$ cat src/rtl/sysid_check_ctrl.sv
// Boot-time sysid checker: reads ID and timestamp words over an Avalon-MM master,
// compares them to build-time constants, retries on mismatch/stall, reports sticky status.
module sysid_check_ctrl #(
    parameter logic [31:0] EXPECTED_ID    = 32'd2,
    parameter logic [31:0] EXPECTED_TS    = 32'd1504073683,
    parameter int          MAX_RETRIES    = 3,
    parameter int          TIMEOUT_CYCLES = 255
) (
    input  logic        clock,
    input  logic        reset_n,
    input  logic        start,
    output logic        av_address,
    output logic        av_read,
    input  logic [31:0] av_readdata,
    input  logic        av_waitrequest,
    output logic        busy,
    output logic        done,
    output logic        pass,
    output logic        id_ok,
    output logic        ts_ok,
    output logic        timeout_err,
    output logic [31:0] id_value,
    output logic [31:0] ts_value,
    output logic [3:0]  retry_count
);

    localparam logic [2:0] S_IDLE  = 3'd0;
    localparam logic [2:0] S_RD_ID = 3'd1;
    localparam logic [2:0] S_RD_TS = 3'd2;
    localparam logic [2:0] S_CHECK = 3'd3;
    localparam logic [2:0] S_DONE  = 3'd4;

    localparam logic [3:0]  MAX_RETRY_LIM = 4'(MAX_RETRIES);
    localparam logic [15:0] TMO_LAST      = 16'(TIMEOUT_CYCLES - 1);

    logic [2:0]  state;
    logic [15:0] tmo_cnt;
    logic        retry_avail;
    logic        id_match;
    logic        ts_match;

    // Handshake: a read transfer completes on any cycle where av_read=1 and
    // av_waitrequest=0; address and strobe only move on that edge or on timeout.
    assign retry_avail = (retry_count < MAX_RETRY_LIM);
    assign id_match    = (id_value == EXPECTED_ID);
    assign ts_match    = (ts_value == EXPECTED_TS);

    always_ff @(posedge clock) begin
        if (!reset_n) begin
            state       <= S_IDLE;
            tmo_cnt     <= 16'd0;
            av_address  <= 1'b0;
            av_read     <= 1'b0;
            busy        <= 1'b0;
            done        <= 1'b0;
            pass        <= 1'b0;
            id_ok       <= 1'b0;
            ts_ok       <= 1'b0;
            timeout_err <= 1'b0;
            id_value    <= 32'd0;
            ts_value    <= 32'd0;
            retry_count <= 4'd0;
        end else begin
            case (state)
                S_IDLE, S_DONE: begin
                    if (start) begin
                        retry_count <= 4'd0;
                        pass        <= 1'b0;
                        id_ok       <= 1'b0;
                        ts_ok       <= 1'b0;
                        timeout_err <= 1'b0;
                        tmo_cnt     <= 16'd0;
                        state       <= S_RD_ID;
                        av_read     <= 1'b1;
                        av_address  <= 1'b0;
                        busy        <= 1'b1;
                        done        <= 1'b0;
                    end
                end

                S_RD_ID, S_RD_TS: begin
                    if (!av_waitrequest) begin
                        tmo_cnt <= 16'd0;
                        if (state == S_RD_ID) begin
                            id_value   <= av_readdata;
                            av_address <= 1'b1;
                            state      <= S_RD_TS;
                        end else begin
                            ts_value   <= av_readdata;
                            av_address <= 1'b0;
                            av_read    <= 1'b0;
                            state      <= S_CHECK;
                        end
                    end else if (tmo_cnt == TMO_LAST) begin
                        // A stalled read aborts the whole attempt; stale compares are dropped.
                        id_ok   <= 1'b0;
                        ts_ok   <= 1'b0;
                        tmo_cnt <= 16'd0;
                        if (retry_avail) begin
                            retry_count <= retry_count + 4'd1;
                            timeout_err <= 1'b0;
                            av_read     <= 1'b1;
                            av_address  <= 1'b0;
                            state       <= S_RD_ID;
                        end else begin
                            timeout_err <= 1'b1;
                            pass        <= 1'b0;
                            av_read     <= 1'b0;
                            av_address  <= 1'b0;
                            busy        <= 1'b0;
                            done        <= 1'b1;
                            state       <= S_DONE;
                        end
                    end else begin
                        tmo_cnt <= tmo_cnt + 16'd1;
                    end
                end

                S_CHECK: begin
                    id_ok <= id_match;
                    ts_ok <= ts_match;
                    if (id_match && ts_match) begin
                        pass  <= 1'b1;
                        busy  <= 1'b0;
                        done  <= 1'b1;
                        state <= S_DONE;
                    end else if (retry_avail) begin
                        retry_count <= retry_count + 4'd1;
                        timeout_err <= 1'b0;
                        tmo_cnt     <= 16'd0;
                        av_read     <= 1'b1;
                        av_address  <= 1'b0;
                        state       <= S_RD_ID;
                    end else begin
                        pass  <= 1'b0;
                        busy  <= 1'b0;
                        done  <= 1'b1;
                        state <= S_DONE;
                    end
                end

                default: begin
                    state      <= S_IDLE;
                    av_read    <= 1'b0;
                    av_address <= 1'b0;
                    busy       <= 1'b0;
                    done       <= 1'b0;
                end
            endcase
        end
    end

endmodule

$ cat config.mk
export PLATFORM = sky130hd
export DESIGN_NAME = sysid_check_ctrl
export DESIGN_NICKNAME = d
export VERILOG_FILES = /design/src/rtl/sysid_check_ctrl.sv
export SDC_FILE = /design/constraint.sdc
export NUM_CORES = 1
export LEC_CHECK = 0
export CAP_MARGIN = 20
export CORE_MARGIN = 2
export CORE_UTILIZATION = 43
export CTS_BUF_LIST = sky130_fd_sc_hd__clkbuf_16
export DETAILED_ROUTE_END_ITERATION = 12
export HOLD_SLACK_MARGIN = 0.03
export PLACE_DENSITY = 0.76
export SLEW_MARGIN = 10
export SYNTH_ARGS = -nofsm -noshare
export SYNTH_HDL_FRONTEND = slang
export SYNTH_SLANG_ARGS = --single-unit
$ cat constraint.sdc
create_clock -name clock -period 2.2 [get_ports clock]
set_input_delay 0.22 -clock clock [delete_from_list [all_inputs] [get_ports clock]]
set_output_delay 0.22 -clock clock [all_outputs]
set_load 0.02 [all_outputs]
==> flow_summary_export.csv, run 1 <==
group,metric,value,unit
status,outcome,"finished, violations left",
status,violations,"negative setup slack",
logic_synthesis,synth-xor-area-share,0.648,%
clocking,cts_tree,"done",
hold_path,min_delay_path_depth,3,
clocking,cts_hold_buf,0,
logic_synthesis,ys_seq_area_share,46.9,%
clocking,cts_htree_levels,3,
clocking,root_buffer,"clkbuf_16",
grt,grt_start_max_net_pins,80,
clocking,numCtsBuffers,9,
sta,max_freq,452,MHz
power_and_ir_drop,power.switching,1.45,mW
hold_path,hold_start,"av_readdata[0]",
power_and_ir_drop,cellPowerDensity,811,nW/um^2
logic_synthesis,synth-edff-count,0,
finish,antennaDiodeCount,0,
clocking,numClockSinks,95,
grt,gr-total-overflow,0,
sta,max-slew-margin-rel,67.0,%
logic_synthesis,yosysUniqueCellTypes,58,
logic_synthesis,ys_warn_count,0,
job,cap_violations,0,
sta,setup_viol_count_final,2,
finish,finalInstanceArea,5850,um^2
power_and_ir_drop,p_comb_share,25.8,%
finish,fillCellCount,807,
floorplan,die_w,101,um
clocking,clock_latency,0.35,ns
drt,via_count,4021,
logic_synthesis,ys.flop_type,"dfxtp_1",
placement,gp_congestion,0.821,
setup_path,critPathMaxFanout,4,
power_and_ir_drop,power,4.74,mW
grt,antenna_found_initial,0,
sta,post-route-min-period,2.21,ns
power_and_ir_drop,ir_drop,535,uV
sta,hold_slack,0.445,ns
sta,tns,-0.0182,ns
sta,post-route-period-util,101,%
floorplan,start_util,44.1,%
logic_synthesis,muxShareOfSynthArea,0.494,%
drt,drtIter0Drc,198,
logic_synthesis,syn_area,4060,um^2
floorplan,die_h,101,um
finish,fin_nets,664,
sta,tightestPinTransition,0.491,ns
setup_path,worstPathArrival,2.48,ns
logic_synthesis,synthAdderAreaFrac,0.925,%
sta,hold_violations,0,
floorplan,core,9200,um^2
setup_path,r2r_cells,9,
hold_path,worstHoldEndpoint,"ts_value[0]",
logic_synthesis,synth_nets,543,
logic_synthesis,synth_compound_area_share,18.6,%
clocking,cts.clk_slew.worst_paths,0.07,ns
logic_synthesis,syn_avg_cell_area,8.05,um^2
hold_path,min_path_type,"primary input to flip-flop",
grt,grt_use_met1,28.1,%
sta,finClkSkew,0.0110,ns
finish,drive_gt1_share,12.4,%
setup_path,timing.rr.start,"tmo_cnt[0]",
setup_path,end_kind,"flip-flop",
drt,drtAntennaViolNets,0,
grt,gr-usage-met2,38.3,%
drt,drtPass1Iterations,4,
setup_path,start_kind,"flip-flop",
finish,syn_to_final_growth,44.1,%
drt,routed_wirelength,11.5,mm
drt,drc,0,
placement,place_area,5380,um^2
grt,grt_pass1_wl,18.3,mm
drt,via_per_inst,5.43,
setup_path,r2r_slack,-0.01,ns
placement,dpl.hpwl,8.01,mm
sta,layout_setup_ws,-0.0130,ns
grt,busiest_layer,"met2",
power_and_ir_drop,pwr-share-seq,41.5,%
power_and_ir_drop,intPower,3.29,mW
logic_synthesis,syn_inst,504,
power_and_ir_drop,power.leakage,1.99,nW
setup_path,path_class,"flip-flop to flip-flop",
sta,maxSlewViolCount,0,
setup_path,r2r_end,"retry_count[1]",
power_and_ir_drop,p_clk_share,32.7,%
logic_synthesis,synth_simple_gate_area_share,27.7,%
floorplan,pin_count,112,
grt,track_usage,22.7,%
placement,port_buffers,111,
drt,wire_per_inst,15.5,um
sta,rsz0062_at_grt,"yes",
grt,grtUsageMet3,6.93,%
finish,layout_common_cells,"nand2_1, clkdlybuf4s50_1, dfxtp_1",
logic_synthesis,synth_top_family_by_area,"simple AND/OR/NAND/NOR gates",
logic_synthesis,synth-seq-cells,95,
power_and_ir_drop,power_switching_share,30.7,%
setup_path,cp_data_required_time,2.47,ns
floorplan,rows,35,
finish,final_common_cell,"nand2_1",
finish,finalCoreUtilization,63.6,%
logic_synthesis,async_flop_share,0,%
clocking,cts.path.max_buffers,2,
floorplan,dieArea,10200,um^2
grt,first_global_vias,3763,
synth_stat cells, drive strengths merged, types with 3 or more instances:
cell type,number,area share (%)
a31oi,5,0.77
nand4,7,1.1
nand2b,5,0.77
dfxtp,95,47
buf,5,0.99
nor4,10,2.1
nor4bb,3,0.74
o21a,6,1.1
o32ai,4,0.86
nand3,8,0.99
clkbuf,29,3.4
or3,3,0.46
nand2,150,14
a311oi,3,0.65
inv,4,0.37
nor2,16,1.5
nor4b,3,0.65
xor2,3,0.65
o21ai,13,1.7
and2,4,0.62
nor3,9,1.1
a211oi,4,0.74
a21oi,77,9.5
and4,3,0.65
and3,5,0.77
ha,3,0.93
metal layers:
layer	part of all wire [%]	vias to the layer above
met3	6.1	13
met5	0	-
met2	51	112
met4	1.9	0
met1	41	1892
li1	-	2004
stage by stage:
stage | worst slack, ns | cells
2_1_floorplan | 0.0950 | 504
3_3_place_gp | -0.105 | 719
3_5_place_dp | -0.173 | 719
4_1_cts | -0.0176 | 736
5_1_grt | -0.138 | 741
6_report | -0.0130 | 741
state kept, by name, summed over array words and instances, names as in the netlist, 3 cells and up:
name / count
tmo_cnt: 16
state: 3
ts_value: 32
retry_count: 4
id_value: 32
final cells by class:
type                       instances  area, um^2  share of cell area [%]
multi-input combinational        371        2080                    35.5
inverter                           4        15.0                   0.257
clock inverter                     7        73.8                    1.26
sequential                        95        1900                    32.6
tap                              111         139                    2.38
clock buffer                       9         225                    3.85
timing repair buffer             144        1410                    24.2
how the worst max path moves through the flow:
stage                        start  cells past startpoint        endpoint  slack (ns)
floorplan               tmo_cnt[0]                      9  retry_count[0]        0.09
global placement    av_waitrequest                      7  retry_count[0]       -0.11
detailed placement  av_waitrequest                      7  retry_count[0]       -0.17
CTS                     tmo_cnt[0]                      9  retry_count[0]       -0.02
global route            tmo_cnt[0]                      9  retry_count[1]       -0.14
finish                  tmo_cnt[0]                      9  retry_count[1]       -0.01
cell families (layout without fill, tap and decap cells):
family,after synthesis,count (layout)
and+or+nand+nor,237,237
AOI/OAI and AO/OA,126,126
DFF,95,95
buffers and inverters,38,164
adders and majority gates,3,3
xor gates and xnor gates,3,3
muxes,2,2
what timing repair did:
action,CTS,global route
cloned,0,0
pin swaps,2,4
setup endpoints to repair,22,20
buffers inserted,1,5
gates resized for setup,9,13
power groups by stage:
stage	clock network, mW	logic, mW	registers [mW]
2_1_floorplan	0	0.550	2.08
3_3_place_gp	0	1.13	1.98
3_5_place_dp	0	1.15	1.99
4_1_cts	1.58	1.17	1.96
5_1_grt	1.64	1.33	1.98
6_report	1.55	1.22	1.97
critical path, stage by stage (launching register included):
cell and delay (ns):
dfxtp_2 0.32, inv_1 0.05, ha_1 0.13, or4b_4 0.46, buf_6 0.14, nor4_4 0.31
nor2_2 0.12, o221ai_2 0.22, and2_4 0.20, mux2i_1 0.19
Power figures use the tool's default switching activity.
==> inputs of run 2 (changes only) <==
CORE_UTILIZATION = 35   (was 43)
GPL_ROUTABILITY_DRIVEN = 0   (was default)
PLACE_DENSITY = default   (was 0.76)
==> flow_summary_export.csv, run 2 (same netlist as run 1, synthesis figures left out) <==
group,metric,value,unit
status,outcome,"finished, final reports clean",
drt,via_count,4022,
finish,layout_common_cells,"nand2_1, clkdlybuf4s50_1, dfxtp_1",
finish,syn_to_final_growth,45.2,%
clocking,root_buffer,"clkbuf_16",
grt,grt_start_max_net_pins,80,
setup_path,start_kind,"flip-flop",
setup_path,worstPathArrival,2.45,ns
power_and_ir_drop,pwr-share-seq,41.7,%
setup_path,cpMaxStageDelayCell,"or4b_4",
setup_path,path_class,"flip-flop to flip-flop",
floorplan,dieArea,12500,um^2
sta,tightestPinTransition,0.542,ns
clocking,cts.path.max_buffers,2,
sta,finClkSkew,0.0115,ns
floorplan,die_h,112,um
sta,rsz0062_at_grt,"yes",
placement,dpl.hpwl,8.47,mm
drt,routed_wirelength,12.0,mm
drt,drc,0,
clocking,cts_htree_levels,3,
hold_path,hold_start,"av_readdata[8]",
drt,drtAntennaViolNets,0,
grt,track_usage,18.9,%
drt,via_per_inst,5.14,
clocking,cts.clk_slew.worst_paths,0.07,ns
finish,final_common_cell,"nand2_1",
grt,first_global_vias,3903,
power_and_ir_drop,power.leakage,2.04,nW
floorplan,pin_count,112,
sta,maxSlewViolCount,0,
sta,setup_viol_count_final,0,
sta,hold_violations,0,
finish,antennaDiodeCount,0,
clocking,numClockSinks,95,
floorplan,start_util,35.7,%
floorplan,rows,39,
clocking,numCtsBuffers,9,
grt,grt_pass1_wl,19.3,mm
clocking,clock_latency,0.35,ns
drt,wire_per_inst,15.3,um
setup_path,end_kind,"flip-flop",
power_and_ir_drop,power,4.72,mW
drt,drtPass1Iterations,4,
floorplan,core,11400,um^2
sta,tns,0,ns
power_and_ir_drop,power.switching,1.46,mW
hold_path,min_path_type,"primary input to flip-flop",
setup_path,timing.rr.start,"tmo_cnt[0]",
grt,antenna_found_initial,0,
setup_path,worstPathCellList,"inv_2 > ha_4 > or4b_4 > nor4_4 > nor2_2 > o221ai_2 > and2_4 > mux2i_1",
grt,gr-total-overflow,0,
clocking,cts_hold_buf,0,
finish,fin_nets,674,
setup_path,r2r_slack,0.02,ns
sta,max_freq,460,MHz
sta,hold_slack,0.444,ns
placement,port_buffers,111,
setup_path,critPathBufInv,1,
finish,largestRegisters,"id_value: 32 flops, ts_value: 32 flops, tmo_cnt: 16 flops",
sta,post-route-min-period,2.18,ns
power_and_ir_drop,p_comb_share,25.1,%
clocking,cts_tree,"done",
power_and_ir_drop,power_switching_share,31.0,%
setup_path,critPathMaxFanout,4,
finish,drive_gt1_share,13.8,%
power_and_ir_drop,cellPowerDensity,801,nW/um^2
job,cap_violations,0,
setup_path,cp_data_required_time,2.47,ns
sta,max-slew-margin-rel,63.6,%
finish,fillCellCount,1095,
power_and_ir_drop,p_clk_share,33.2,%
setup_path,cpLargestDelayFamily,"simple AND/OR/NAND/NOR gates",
setup_path,worstSetupStartpoint,"tmo_cnt[0]",
power_and_ir_drop,ir_drop,456,uV
drt,drtIter0Drc,215,
floorplan,die_w,112,um
power_and_ir_drop,intPower,3.25,mW
setup_path,slowest_delay,0.47,ns
sta,post-route-period-util,98.9,%
-- run 2: worst register-to-register path, stage by stage (launching register included) --
cell and delay (ns):
dfxtp_2 0.32, inv_2 0.05, ha_4 0.11, or4b_4 0.47, nor4_4 0.41, nor2_2 0.13, o221ai_2 0.23, and2_4 0.20
mux2i_1 0.18
-- run 2: metrics by stage --
| step | instance area, um^2 | worst slack, ns | utilization, % | instances |
|---|---|---|---|---|
| 2_1_floorplan | 4060 | 0.0950 | - | 504 |
| 3_3_place_gp | 5500 | -0.182 | 48.4 | 765 |
| 3_5_place_dp | 5500 | -0.243 | 48.4 | 765 |
| 4_1_cts | 5830 | 0.0314 | 51.2 | 781 |
| 5_1_grt | 5890 | -0.0795 | 51.8 | 782 |
| 6_report | 5890 | 0.0245 | 51.8 | 782 |
-- run 2: repair_timing --
action	4_1_cts	5_1_grt
resized for setup	6	15
setup endpoints to repair	17	13
pin swaps	2	6
setup buffers	1	1
endpoints found under the hold margin	0	0
-- run 2: layer usage --
layer | global-route usage (%) | vias to the layer above | part of all wire [%]
li1 | - | 2020 | -
met1 | 23.8 | 1897 | 43
met2 | 31.3 | 94 | 49
met3 | 6.70 | 11 | 6.9
met4 | 4.53 | 0 | 0.99
met5 | 0 | - | 0
-- run 2: power by group through the flow --
| stage | Clock [mW] | Combinational [mW] | Sequential, mW |
|---|---|---|---|
| floorplan | 0 | 0.550 | 2.08 |
| global placement | 0 | 1.14 | 1.99 |
| detailed placement | 0 | 1.15 | 1.99 |
| CTS | 1.60 | 1.17 | 1.96 |
| global route | 1.67 | 1.28 | 1.98 |
| finish | 1.57 | 1.18 | 1.97 |
-- run 2: cell type report --
| cell class | instances | area (um^2) | area share, % |
|---|---|---|---|
| inverter | 4 | 15.0 | 0.255 |
| tap | 143 | 179 | 3.04 |
| multi-input combinational | 371 | 2050 | 34.8 |
| clock buffer | 9 | 225 | 3.82 |
| sequential | 95 | 1910 | 32.4 |
| timing repair buffer | 154 | 1450 | 24.6 |
| clock inverter | 6 | 70.1 | 1.19 |
-- run 2: final timing paths --
kind	endpoint	cells after the start
min reg2reg	av_read	2
max	retry_count[0]	8
max reg2reg	retry_count[0]	8
min	ts_value[8]	3
==> inputs of run 3 (changes only) <==
CAP_MARGIN = 25   (was 20)
==> results of run 3 <==
Final layout, timing and power as in run 2 (identical DEF).
